===== config.mk =====
export PLATFORM = sky130hd
export DESIGN_NAME = jtframe_bank_arb
export DESIGN_NICKNAME = d
export VERILOG_FILES = /design/src/rtl/jtframe_bank_arb.sv
export SDC_FILE = /design/constraint.sdc
export NUM_CORES = 1
export LEC_CHECK = 0
export CORE_UTILIZATION = 40
export CTS_CLUSTER_DIAMETER = 50
export DETAILED_ROUTE_END_ITERATION = 16
export MAX_ROUTING_LAYER = met4
export PLACE_DENSITY = 0.84
export SLEW_MARGIN = 20
export SYNTH_ARGS = -nofsm -noshare
export SYNTH_HDL_FRONTEND = slang
export SYNTH_SLANG_ARGS = --single-unit
export TNS_END_PERCENT = 50

===== constraint.sdc =====
create_clock -name clk -period 5.9 [get_ports clk]
set_input_delay 0.885 -clock clk [delete_from_list [all_inputs] [get_ports clk]]
set_output_delay 0.885 -clock clk [all_outputs]
set_load 0.05 [all_outputs]

===== src/rtl/jtframe_bank_arb.sv =====
// jtframe_bank_arb
// Round-robin arbiter that shares one SDRAM bank port between NREQ
// game-side requesters. Only one transaction is outstanding at a time.
// Read data and a one-cycle completion pulse go back to the granted
// requester only.
//
// Optional build macro: JTFRAME_BANK_ARB_FIXPRIO_EN
//   defined   -> requester 0 has absolute priority and a requester-0
//                grant leaves the round-robin pointer untouched;
//                requesters 1..NREQ-1 rotate among themselves.
//   undefined -> pure round-robin over all requesters.

module jtframe_bank_arb #(
  parameter int NREQ = 4,   // number of requesters (2..8)
  parameter int AW   = 22,  // word address width
  parameter int DW   = 16   // data width
) (
  input  logic                clk,
  input  logic                rst_n,
  // game side
  input  logic [NREQ*AW-1:0]  req_addr,
  input  logic [NREQ-1:0]     req_rd,
  input  logic [NREQ-1:0]     req_wr,
  input  logic [NREQ*DW-1:0]  req_din,
  input  logic [NREQ*2-1:0]   req_dsn,
  output logic [NREQ-1:0]     req_ok,
  output logic [DW-1:0]       req_dout,
  // SDRAM bank side
  output logic [AW-1:0]       ba_addr,
  output logic                ba_rd,
  output logic                ba_wr,
  output logic [DW-1:0]       ba_din,
  output logic [1:0]          ba_dsn,
  input  logic                ba_ack,
  input  logic                ba_dst,
  input  logic                ba_rdy,
  input  logic [DW-1:0]       sdram_dout,
  // status
  output logic                busy
);

  localparam int IW = $clog2(NREQ);
  localparam int SW = IW + 1;
  localparam logic [SW-1:0] NREQ_S = SW'(NREQ);
  localparam logic [IW-1:0] LAST   = IW'(NREQ - 1);

  typedef enum logic [1:0] {
    S_IDLE,
    S_REQ,
    S_WAIT,
    S_DONE
  } state_t;

  state_t          state_q,    state_d;
  logic [IW-1:0]   g_q,        g_d;
  logic [IW-1:0]   rr_q,       rr_d;
  logic            is_rd_q,    is_rd_d;
  logic [AW-1:0]   ba_addr_q,  ba_addr_d;
  logic [DW-1:0]   ba_din_q,   ba_din_d;
  logic [1:0]      ba_dsn_q,   ba_dsn_d;
  logic            ba_rd_q,    ba_rd_d;
  logic            ba_wr_q,    ba_wr_d;
  logic            busy_q,     busy_d;
  logic [NREQ-1:0] req_ok_q,   req_ok_d;
  logic [DW-1:0]   req_dout_q, req_dout_d;

  // per-requester views of the packed buses
  logic [AW-1:0]   addr_a [NREQ];
  logic [DW-1:0]   din_a  [NREQ];
  logic [1:0]      dsn_a  [NREQ];

  // arbitration
  logic [NREQ-1:0] pend;
  logic [NREQ-1:0] scan;
  logic [SW-1:0]   slot;
  logic [IW-1:0]   pick;
  logic            pick_vld;

  // ba_dst carries no control meaning for this arbiter
  logic unused_dst;
  assign unused_dst = ba_dst;

  // split the packed request buses into per-requester arrays
  always_comb begin
    for (int i = 0; i < NREQ; i++) begin
      addr_a[i] = req_addr[i*AW +: AW];
      din_a[i]  = req_din[i*DW +: DW];
      dsn_a[i]  = req_dsn[i*2 +: 2];
    end
  end

  // pick the first pending requester scanning rr, rr+1, ... with wrap
  always_comb begin
    pend = req_rd | req_wr;
    scan = pend;
`ifdef JTFRAME_BANK_ARB_FIXPRIO_EN
    // requester 0 is handled outside the rotation
    scan[0] = 1'b0;
`endif
    pick     = '0;
    pick_vld = 1'b0;
    slot     = '0;
    // walk from the farthest slot back to rr so the nearest pending one wins;
    // the wrap is an explicit compare so non-power-of-two NREQ works
    for (int k = NREQ - 1; k >= 0; k--) begin
      slot = {1'b0, rr_q} + SW'(k);
      if (slot >= NREQ_S) slot = slot - NREQ_S;
      if (scan[slot[IW-1:0]]) begin
        pick     = slot[IW-1:0];
        pick_vld = 1'b1;
      end
    end
`ifdef JTFRAME_BANK_ARB_FIXPRIO_EN
    if (pend[0]) begin
      pick     = '0;
      pick_vld = 1'b1;
    end
`endif
  end

  // next-state and datapath for the transaction FSM
  always_comb begin
    // NOTE: every variable gets a default first so no path leaves one
    // unassigned; a missing default in always_comb infers a latch.
    state_d    = state_q;
    g_d        = g_q;
    rr_d       = rr_q;
    is_rd_d    = is_rd_q;
    ba_addr_d  = ba_addr_q;
    ba_din_d   = ba_din_q;
    ba_dsn_d   = ba_dsn_q;
    ba_rd_d    = ba_rd_q;
    ba_wr_d    = ba_wr_q;
    busy_d     = busy_q;
    req_ok_d   = '0;
    req_dout_d = req_dout_q;

    case (state_q)
      S_IDLE: begin
        if (pick_vld) begin
          g_d       = pick;
          ba_addr_d = addr_a[pick];
          ba_din_d  = din_a[pick];
          ba_dsn_d  = dsn_a[pick];
          // read wins when a requester raises both strobes
          is_rd_d   = req_rd[pick];
          ba_rd_d   = req_rd[pick];
          ba_wr_d   = req_wr[pick] & ~req_rd[pick];
          busy_d    = 1'b1;
          state_d   = S_REQ;
        end
      end

      S_REQ: begin
        if (ba_ack) begin
          ba_rd_d = 1'b0;
          ba_wr_d = 1'b0;
          if (ba_rdy) begin
            // controller finished in the ack cycle: skip WAIT
            if (is_rd_q) req_dout_d = sdram_dout;
            req_ok_d[g_q] = 1'b1;
            state_d       = S_DONE;
          end else begin
            state_d = S_WAIT;
          end
        end
      end

      S_WAIT: begin
        if (ba_rdy) begin
          if (is_rd_q) req_dout_d = sdram_dout;
          req_ok_d[g_q] = 1'b1;
          state_d       = S_DONE;
        end
      end

      S_DONE: begin
        busy_d  = 1'b0;
        state_d = S_IDLE;
`ifdef JTFRAME_BANK_ARB_FIXPRIO_EN
        if (g_q != '0) rr_d = (g_q == LAST) ? '0 : g_q + IW'(1);
`else
        rr_d = (g_q == LAST) ? '0 : g_q + IW'(1);
`endif
      end

      default: begin
        state_d = S_IDLE;
      end
    endcase
  end

  // state and output registers
  always_ff @(posedge clk or negedge rst_n) begin
    if (!rst_n) begin
      state_q    <= S_IDLE;
      g_q        <= '0;
      rr_q       <= '0;
      is_rd_q    <= 1'b0;
      ba_addr_q  <= '0;
      ba_din_q   <= '0;
      ba_dsn_q   <= 2'b11;
      ba_rd_q    <= 1'b0;
      ba_wr_q    <= 1'b0;
      busy_q     <= 1'b0;
      req_ok_q   <= '0;
      req_dout_q <= '0;
    end else begin
      // NOTE: non-blocking assignments so every flop samples the values
      // from before this edge, independent of statement order.
      state_q    <= state_d;
      g_q        <= g_d;
      rr_q       <= rr_d;
      is_rd_q    <= is_rd_d;
      ba_addr_q  <= ba_addr_d;
      ba_din_q   <= ba_din_d;
      ba_dsn_q   <= ba_dsn_d;
      ba_rd_q    <= ba_rd_d;
      ba_wr_q    <= ba_wr_d;
      busy_q     <= busy_d;
      req_ok_q   <= req_ok_d;
      req_dout_q <= req_dout_d;
    end
  end

  assign ba_addr  = ba_addr_q;
  assign ba_din   = ba_din_q;
  assign ba_dsn   = ba_dsn_q;
  assign ba_rd    = ba_rd_q;
  assign ba_wr    = ba_wr_q;
  assign busy     = busy_q;
  assign req_ok   = req_ok_q;
  assign req_dout = req_dout_q;

endmodule


==> reports/qor.txt <==
status - finished, final reports clean
Pleak - 2.89 nW
Final WS setup - 2.69 ns
Die Width - 102 um
I/O Buffers - 250
via count - 3791
reg2reg path depth - 6
DIE AREA - 0.0104 sq mm
Post-CTS Setup Inserts - 0
Critical Path RT - 6.12 ns
sequential fraction of the synthesis area - 44.1%
clk_skew - 0.0118 ns
most frequent cell after synthesis - mux2i_1
number of stages on the worst setup path - 6
critical path, cell by cell - clkdlybuf4s50_1 > nor4_1 > a211o_1 > buf_4 > nor2_1 > a221o_1
root buf cell - clkbuf_8
1st-iter DRT viols - 120
Slew Viols, Final - 0
FF-to-FF End - ba_rd
clk slew on worst S/H paths - 0.07 ns
cell count after synthesis - 349
flop2flop setup slack - 3.41 ns
minimum clock period - 3.21 ns
Layout Area Growth over Synthesis - 67.7%
# rows - 36
critical path launch point - req_rd[3]
number of diodes - 0
clock sink count - 70
clk_lat worst skew - 0.34 ns
Area contributors post-synth - dfrtp_1 43%, mux2i_1 21%, o221ai_1 9.0%
Max Freq - 312 MHz
GPL Wtd Cong - 0.792
Yosys warning total - 0
count of cells resized by post-cts repair - 0
Slew @ Worst Pin - 0.893 ns
Setup crit end - ba_rd
syn_area_per_cell - 11.4 sq um
Post-synth top flop - dfrtp_1
Cell variety after synth - 31
commonest cells in the netlist - 82 x mux2i_1, 68 x dfrtp_1, 50 x nand2_1
Hold Fails Final Rpt - 0
Crit path max-delay family - compound AO/OA/AOI/OAI gates
gr usage total - 24.6%
average wire per standard cell - 16.9 um
Inserted Clock Buffers - 9
Worst path slowest cell - a211o_1
CP Launch Type - primary input
CP endpoint kind - register
largest net degree at the start of global routing - 71
layout cells sized above 1 - 7.87%
CTS tree - yes
Critical R2R Launch - rr_q[1]
RSZ-0062 raised after global routing - false
io pins - 252
Peak VDD IR - 289 uV
EDFF count, synth - 0
Crit Path Category - in2reg
Residual DRC - 0
slowest stage delay, CP - 0.65 ns
Place WS - 2.33 ns
vias in the first global route - 3880
max_slew headroom - 40.5%
Die Y - 102 um
Pwr Total - 3.48 mW
placed wire-length estimate - 9420 um
routed wire length - 12400 um
Period Utilization, post-route - 54.4%
H-tree depth - 3
Worst Path Arrival - 3.43 ns
first-pass GRT wire length - 18700 um
synthesized area - 0.00398 sq mm
core area - 0.00968 sq mm
Setup TNS Final - 0 ns
Worst Hold Class - reg2reg
Pwr Density - 522 mW/mm^2
post-synth top area cell - dfrtp_1
critical-path maximum fanout - 24
final net count - 790
crit path buf inv count - 2
Via density - 5.19
MaxCap Viol Count - 0
final antenna-violating net count - 0
CTS Hold Buffers Added - 0
Setup-failing EPs final - 0
FFs w/ async S/R, synth - 100%
top cell type's share of synthesized area - 42.8%
Remaining Overflow, GRT - 0
starting density of the core - 41.1%
initial antenna violation count - 0
Synth Register Bits - 70
Clock Tree Buf Depth - 2
drt pass-1 iters - 4
Hold WS - 0.487 ns
Mapped Nets - 547
-- cell families (layout without fill, tap and decap cells) --
logic type,Yosys count,after routing,share of synthesized area [%]
mux,102,102,26.3
simple gates,73,73,7.89
flops,70,70,44.1
compound gates,62,62,13.0
buf+inv,33,281,5.88
fa+ha+maj,9,9,2.83
-- cells in the final DEF, fill, tap and decap left out, types with 4 or more instances in the layout --
cell	count
dfrtp_1	68
nand2_1	49
clkbuf_8	10
o221ai_1	41
mux2i_1	82
o21ai_0	4
and2_1	5
mux2_2	20
nor2_1	9
buf_4	8
ha_1	9
inv_1	8
clkdlybuf4s50_1	249
-- worst min-delay path by stage --
stage | cells after the start | from | to
floorplan | 2 | is_rd_q | is_rd_q
global placement | 2 | ba_addr[9] | ba_addr[9]
detailed placement | 2 | ba_addr[20] | ba_addr[20]
CTS | 2 | ba_din[0] | ba_din[0]
global route | 2 | ba_din[9] | ba_din[9]
finish | 2 | ba_din[0] | ba_din[0]
-- cell type report --
| type | count | area (sq um) |
|---|---|---|
| Clock buffer | 12 | 145 |
| Clock inverter | 4 | 22.5 |
| Fill cell | 753 | 3010 |
| Inverter | 8 | 30.0 |
| Multi-Input combinational cell | 246 | 2000 |
| Sequential cell | 70 | 1750 |
| Tap cell | 133 | 166 |
| Timing Repair Buffer | 257 | 2550 |
-- per-layer routing --
| layer | wire, um | GRT usage [%] | up-vias |
|---|---|---|---|
| li1 | - | - | 1800 |
| met1 | 4740 | 26.5 | 1825 |
| met2 | 6580 | 44.0 | 140 |
| met3 | 709 | 4.07 | 26 |
| met4 | 341 | 11.1 | 0 |
| met5 | 0 | - | - |
-- registers in the layout (all words and copies together), names as in the netlist --
register  cells
busy          1
ba_rd         1
state_q       2
ba_addr      22
req_ok        4
rr_q          2
g_q           2
ba_din       16
ba_wr         1
req_dout     16
is_rd_q       1
ba_dsn        2
-- report_power, final --
| group | internal (mW) | switching, mW |
|---|---|---|
| clock | 0.162 | 0.178 |
| sequential | 0.718 | 0.133 |
| combinational | 0.901 | 1.39 |
| total | 1.78 | 1.70 |
-- worst reg2reg max path: stages (launching register included) --
cell and delay, ns:
dfrtp_1 0.46, nand2_1 0.08, o32ai_1 0.32, a211o_1 0.66, buf_4 0.41, nor2_1 0.10
a221o_1 0.35
-- stage by stage --
stage	cell area, sq um	std cells	util [%]
2_1_floorplan	3980	349	-
3_3_place_gp	6500	714	67.1
3_5_place_dp	6500	714	67.1
4_1_cts	6670	730	68.9
5_1_grt	6670	730	68.9
6_report	6670	730	68.9
Power figures use the tool's default switching activity.
